[src/rtl/ttt_pkg.sv]
// Shared tic-tac-toe definitions: cell codes, FSM encoding and the
// winning-line table used by the controller and the display bench.
package ttt_pkg;

  typedef enum logic [1:0] {
    EMPTY = 2'd0,
    P1    = 2'd1,
    P2    = 2'd2
  } cell_e;

  localparam logic [1:0] S_TURN  = 2'd0;
  localparam logic [1:0] S_CHECK = 2'd1;
  localparam logic [1:0] S_WIN   = 2'd2;
  localparam logic [1:0] S_DRAW  = 2'd3;

  localparam int NCELL = 9;
  localparam int NLINE = 8;

  // Rows 0-2, columns 3-5, diagonals 6-7
  localparam logic [0:7][0:2][3:0] WIN_LINES = '{
    '{4'd0, 4'd1, 4'd2},
    '{4'd3, 4'd4, 4'd5},
    '{4'd6, 4'd7, 4'd8},
    '{4'd0, 4'd3, 4'd6},
    '{4'd1, 4'd4, 4'd7},
    '{4'd2, 4'd5, 4'd8},
    '{4'd0, 4'd4, 4'd8},
    '{4'd2, 4'd4, 4'd6}
  };

  function automatic logic [8:0] line_mask(input int l);
    logic [8:0] m;
    m = '0;
    for (int k = 0; k < 3; k++) m[WIN_LINES[l][k]] = 1'b1;
    return m;
  endfunction

endpackage

[src/rtl/key_debounce.sv]
// Two-flop synchroniser plus saturating stable-high counter that
// emits a single press pulse per hold of the raw button.
module key_debounce
  import ttt_pkg::*;
#(
  parameter int DB_CNT = 250000,
  parameter int DB_W   = 18
) (
  input  logic clk_i,
  input  logic rst_ni,
  input  logic raw_i,
  output logic press_o
);

  localparam logic [DB_W-1:0] CNT_MAX = DB_W'(DB_CNT);
  localparam logic [DB_W-1:0] CNT_ARM = DB_W'(DB_CNT - 1);

  logic [1:0]      sync_q;
  logic [DB_W-1:0] cnt_q, cnt_d;
  logic            press_q, press_d;

  always_comb begin
    cnt_d   = cnt_q;
    press_d = 1'b0;
    if (!sync_q[1]) begin
      cnt_d = '0;
    end else if (cnt_q != CNT_MAX) begin
      cnt_d   = cnt_q + 1'b1;
      press_d = (cnt_q == CNT_ARM);
    end
  end

  always_ff @(posedge clk_i) begin
    if (!rst_ni) begin
      sync_q  <= '0;
      cnt_q   <= '0;
      press_q <= 1'b0;
    end else begin
      sync_q  <= {sync_q[0], raw_i};
      cnt_q   <= cnt_d;
      press_q <= press_d;
    end
  end

  assign press_o = press_q;

endmodule

[src/rtl/ttt_game_ctrl.sv]
// Tic-tac-toe controller: debounced cell keys, turn FSM, board
// register and a registered win/draw checker feeding dot_display.
module ttt_game_ctrl
  import ttt_pkg::*;
#(
  parameter int DB_CNT = 250000,
  parameter int DB_W   = 18
) (
  input  logic        freq,
  input  logic        rst,
  input  logic [8:0]  key,
  input  logic        new_game,
  output logic [17:0] board,
  output logic        turn,
  output logic [1:0]  winner,
  output logic        game_over,
  output logic [8:0]  win_line,
  output logic        illegal
);

  logic [9:0] raw, press;
  logic [8:0] kp;
  logic       ng;

  assign raw = {new_game, key};
  assign kp  = press[8:0];
  assign ng  = press[9];

  for (genvar g = 0; g < 10; g++) begin : g_db
    key_debounce #(
      .DB_CNT(DB_CNT),
      .DB_W  (DB_W)
    ) u_db (
      .clk_i  (freq),
      .rst_ni (rst),
      .raw_i  (raw[g]),
      .press_o(press[g])
    );
  end

  logic [1:0]       state_q, state_d;
  logic [8:0][1:0]  board_q, board_d;
  logic             turn_q, turn_d;
  logic [1:0]       winner_q, winner_d;
  logic [8:0]       wl_q, wl_d;
  logic [3:0]       cnt_q, cnt_d;
  logic             ill_q, ill_d;

  logic       multi;
  logic [3:0] kidx;
  logic       hit;
  logic [1:0] hit_code;
  logic [8:0] hit_mask;

  assign multi = |(kp & (kp - 9'd1));

  always_comb begin
    kidx = '0;
    for (int i = 0; i < NCELL; i++)
      if (kp[i]) kidx = 4'(i);
  end

  // Descending scan so the lowest winning line index is kept
  always_comb begin
    hit      = 1'b0;
    hit_code = EMPTY;
    hit_mask = '0;
    for (int l = NLINE - 1; l >= 0; l--) begin
      if (board_q[WIN_LINES[l][0]] != EMPTY &&
          board_q[WIN_LINES[l][0]] == board_q[WIN_LINES[l][1]] &&
          board_q[WIN_LINES[l][0]] == board_q[WIN_LINES[l][2]]) begin
        hit      = 1'b1;
        hit_code = board_q[WIN_LINES[l][0]];
        hit_mask = line_mask(l);
      end
    end
  end

  always_comb begin
    state_d  = state_q;
    board_d  = board_q;
    turn_d   = turn_q;
    winner_d = winner_q;
    wl_d     = wl_q;
    cnt_d    = cnt_q;
    ill_d    = 1'b0;
    if (ng) begin
      state_d  = S_TURN;
      board_d  = '0;
      turn_d   = 1'b0;
      winner_d = EMPTY;
      wl_d     = '0;
      cnt_d    = '0;
    end else begin
      case (state_q)
        S_TURN: begin
          if (multi) begin
            ill_d = 1'b1;
          end else if (|kp) begin
            if (board_q[kidx] != EMPTY) begin
              ill_d = 1'b1;
            end else begin
              board_d[kidx] = turn_q ? P2 : P1;
              if (cnt_q != 4'd9) cnt_d = cnt_q + 4'd1;
              turn_d  = ~turn_q;
              state_d = S_CHECK;
            end
          end
        end
        S_CHECK: begin
          if (hit) begin
            winner_d = hit_code;
            wl_d     = hit_mask;
            state_d  = S_WIN;
          end else if (cnt_q == 4'd9) begin
            state_d = S_DRAW;
          end else begin
            state_d = S_TURN;
          end
        end
        default: ;
      endcase
    end
  end

  always_ff @(posedge freq) begin
    if (!rst) begin
      state_q  <= S_TURN;
      board_q  <= '0;
      turn_q   <= 1'b0;
      winner_q <= EMPTY;
      wl_q     <= '0;
      cnt_q    <= '0;
      ill_q    <= 1'b0;
    end else begin
      state_q  <= state_d;
      board_q  <= board_d;
      turn_q   <= turn_d;
      winner_q <= winner_d;
      wl_q     <= wl_d;
      cnt_q    <= cnt_d;
      ill_q    <= ill_d;
    end
  end

  assign board     = board_q;
  assign turn      = turn_q;
  assign winner    = winner_q;
  assign win_line  = wl_q;
  assign illegal   = ill_q;
  assign game_over = (state_q == S_WIN) || (state_q == S_DRAW);

endmodule

[config.mk]
export PLATFORM = sky130hd
export DESIGN_NAME = ttt_game_ctrl
export DESIGN_NICKNAME = d
export VERILOG_FILES = /design/src/rtl/ttt_pkg.sv /design/src/rtl/key_debounce.sv /design/src/rtl/ttt_game_ctrl.sv
export SDC_FILE = /design/constraint.sdc
export NUM_CORES = 1
export LEC_CHECK = 0
export CORE_ASPECT_RATIO = 1.75
export CORE_UTILIZATION = 45
export CTS_CLUSTER_SIZE = 30
export DETAILED_ROUTE_END_ITERATION = 10
export PLACE_DENSITY = 0.69
export SLEW_MARGIN = 20
export SYNTH_ARGS = -nofsm -noshare
export SYNTH_HDL_FRONTEND = slang
export SYNTH_SLANG_ARGS = --single-unit
export TNS_END_PERCENT = 50
[constraint.sdc]
create_clock -name freq -period 3.2 [get_ports freq]
set_clock_uncertainty 0.1 [all_clocks]
set_input_delay 0.64 -clock freq [delete_from_list [all_inputs] [get_ports freq]]
set_output_delay 0.64 -clock freq [all_outputs]
set_load 0.02 [all_outputs]
==> out/qor.yml <==
timing:
  worst_pin_slew_ns: 0.829
  max_clock_freq_ghz: 0.382
  final.period_utilization_pct: 81.9
  hold_viol_final: 0
  maxSlewViolCount: 0
  rsz0062_at_grt: "false"
  tns_ns: 0
  setup_viol: 0
  slew_headroom_pct: 44.5
  period_needed_ns: 2.62
  fin_ws_ns: 0.580
setup_path:
  path_class: "flip-flop to primary output"
  crit_chain: "clkdlybuf4s50_1"
  crit_cells: 1
  crit_required_ns: 2.46
  cp_max_fo: 11
  worst-r2r-setup-slack_ns: 0.60
  crit_end: "turn"
  critical_path.startpoint: "turn$_SDFFE_PP0P_"
  r2r-start: "board[1]$_SDFFE_PP0P_"
  crit_slowest_cell: "clkdlybuf4s50_1"
  slowest_delay_ns: 0.72
  critPathTopFamily: "buffers and inverters"
  rr_endpoint: "win_line[8]$_SDFFE_PP0P_"
  crit_path_start_kind: "flip-flop"
  cp-end-kind: "primary output"
  reg2reg_depth: 8
  crit_arrival_ns: 1.88
  critical_path_buf_inv_count: 1
grt:
  grt_pass1_vias: 8882
  grt_pass1_wl_um: 40800
  antenna_found_initial: 0
  groute.usage.overall_pct: 19.2
  grt_max_degree: 31
  grt-ovfl-total: 0
routing:
  vias: 9290
  met2WireLength_um: 12700
  drt_iter0_markers: 487
  wl_per_cell_um: 13.9
  top_layer: "met4"
  via_per_inst: 5.41
  wirelength_um: 23900
  drt-pass1-iter-count: 5
  drc: 0
  wl_met1_um: 9430
  routed-wl-met3_um: 659
  ant_nets: 0
yosys:
  synth_edf_count: 0
  ys_warn_count: 0
  synth_area_leaders: "dfxtp_1 44%, nor2_1 6.9%, xor2_1 6.8%"
  synth_compound_area_share_pct: 9.22
  yosys_most_used_dff: "dfxtp_1"
  netlist_area_um2: 11300
  muxShareOfSynthArea_pct: 0.741
  synth_fp_nets: 1375
  ys_seq_elements: 247
  avgSynthCellArea_um2: 8.44
  synth_top_family_by_area: "simple AND/OR/NAND/NOR gates"
  ys_seq_area_share_pct: 43.7
  synth_simple_gate_area_share_pct: 30.3
  async_flop_share_pct: 0
  yosysUniqueCellTypes: 70
  postSynthCellCount: 1341
  synth-adder-area-share_pct: 2.52
  yosys.area.top_type_share_pct: 43.7
  synthXorXnorAreaFrac_pct: 10.8
  synth_top_cell_by_area: "dfxtp_1"
finish:
  nFillCells: 2329
  antenna_cells: 0
  layout_commonest_cell: "dfxtp_1"
  layout.cells.non_filler: 1716
  drive_gt1_share_pct: 5.70
  final_area_um2: 12900
  syn_to_final_growth_pct: 13.9
  final_nets: 1422
  layout_common_cells: "247 x dfxtp_1, 209 x nor2_1, 124 x nand2_1, 94 x nand3_1, 88 x xor2_1"
placed_design:
  preCtsSetupSlack_ns: 0.627
  gp_congestion: 0.974
  io_buffers: 43
  placed_area_um2: 12100
  dp_hpwl_um: 17400
  placed_cells: 1675
floorplanning:
  ios: 44
  fp.dieArea_um2: 25800
  die_h_um: 212
  rows: 76
  initial_utilization_pct: 46.0
  core-area_um2: 24600
  dieWidth_um: 122
run:
  max_cap_violations: 0
status:
  status: "completed"
power_and_ir_drop:
  ir_worst_vdd_v: 0.000367
  pwr_density_cell_nw_per_um2: 463
  total_leakage_power_nw: 4.14
clock_tree:
  cts_max_level: 1
  cts_buffers: 23
  postCtsHoldBufs: 0
  cts.sinks: 247
  insertion_delay_ns: 0.53
  cts_resized: 0
  cts_buffer_depth: 3
  clkTransAtPathRegs_ns: 0.07
  cts_tree: "done"
  clock-root-buffer: "clkbuf_16"
  cts_post_setup_buffers_inserted: 0
hold_path:
  min_path_type: "flip-flop to flip-flop"
==> cells in the mapped netlist (all sizes together) (3+ instances only) <==
| master | count |
|---|---|
| inv | 39 |
| nand2 | 126 |
| nand2b | 11 |
| o21ai | 49 |
| nor4 | 21 |
| mux2i | 5 |
| dfxtp | 247 |
| nor4b | 9 |
| a31o | 6 |
| nand4b | 9 |
| nor3b | 8 |
| a211oi | 4 |
| xnor2 | 51 |
| a21o | 3 |
| nor2b | 11 |
| clkbuf | 29 |
| and3 | 18 |
| and4 | 6 |
| nand4 | 30 |
| nor3 | 26 |
| xor2 | 88 |
| mux2 | 3 |
| or4 | 14 |
| a31oi | 9 |
| a21oi | 71 |
| and2 | 25 |
| ha | 22 |
| nand4bb | 3 |
| nor2 | 211 |
| buf | 11 |
| nand3 | 95 |
| or3 | 49 |
| a32o | 5 |
==> kinds of logic after synthesis <==
| group | Yosys count |
|---|---|
| AOI/OAI and AO/OA | 167 |
| xor gates and xnor gates | 139 |
| adders and majority gates | 23 |
| buffers and inverters | 79 |
| DFF | 247 |
| muxes | 8 |
| and+or+nand+nor | 678 |
==> layout make-up <==
type,count,area (µm²),area share [%]
clock buffers,32,639,4.96
clock inverters,9,130,1.01
inverters,39,146,1.14
multi-input cells,1015,6060,47.0
flip-flops and latches,247,4940,38.4
well taps,312,390,3.03
repair buffers,62,573,4.45
==> where the power goes <==
group,switching (mW),internal [mW]
sequential,0.00768,3.09
clock,1.15,1.64
combinational,0.0459,0.0328
total,1.21,4.76
==> per-stage QoR <==
step / hold WS, ns / total power, mW / util [%]
after floorplan: 0.312 / 3.21 / -
after CTS: 0.337 / 6.06 / 52.3
after global placement: 0.314 / 3.24 / 49.2
after detailed placement: 0.318 / 3.25 / 49.2
final: 0.334 / 5.97 / 52.3
after global routing: 0.342 / 6.18 / 52.3
==> flip-flops by register name, indices dropped and copies added, names as in the netlist <==
name	flops
board	18
cnt_q	4
g_db.u_db.cnt_q	180
g_db.u_db.press_o	10
g_db.u_db.sync_q	20
illegal	1
state_q	2
turn	1
win_line	9
winner	2
==> per-layer routing <==
layer	vias to the layer above	track usage (%)
met5	-	0
li1	4731	-
met2	156	36.9
met3	67	1.89
met4	0	10.1
met1	4336	19.8
==> worst min path at each step <==
stage,startpoint,endpoint,slack [ns],cells after the start
finish,g_db[8].u_db.sync_q[0]$_SDFF_PN0_,g_db[8].u_db.sync_q[1]$_SDFF_PN0_,0.33,1
global route,g_db[3].u_db.sync_q[0]$_SDFF_PN0_,g_db[3].u_db.sync_q[1]$_SDFF_PN0_,0.34,1
CTS,g_db[9].u_db.sync_q[0]$_SDFF_PN0_,g_db[9].u_db.sync_q[1]$_SDFF_PN0_,0.34,1
detailed placement,g_db[2].u_db.sync_q[0]$_SDFF_PN0_,g_db[2].u_db.sync_q[1]$_SDFF_PN0_,0.32,1
global placement,g_db[3].u_db.sync_q[0]$_SDFF_PN0_,g_db[3].u_db.sync_q[1]$_SDFF_PN0_,0.31,1
floorplan,g_db[0].u_db.sync_q[0]$_SDFF_PN0_,g_db[0].u_db.sync_q[1]$_SDFF_PN0_,0.31,1
(Power assumes the default switching activity.)
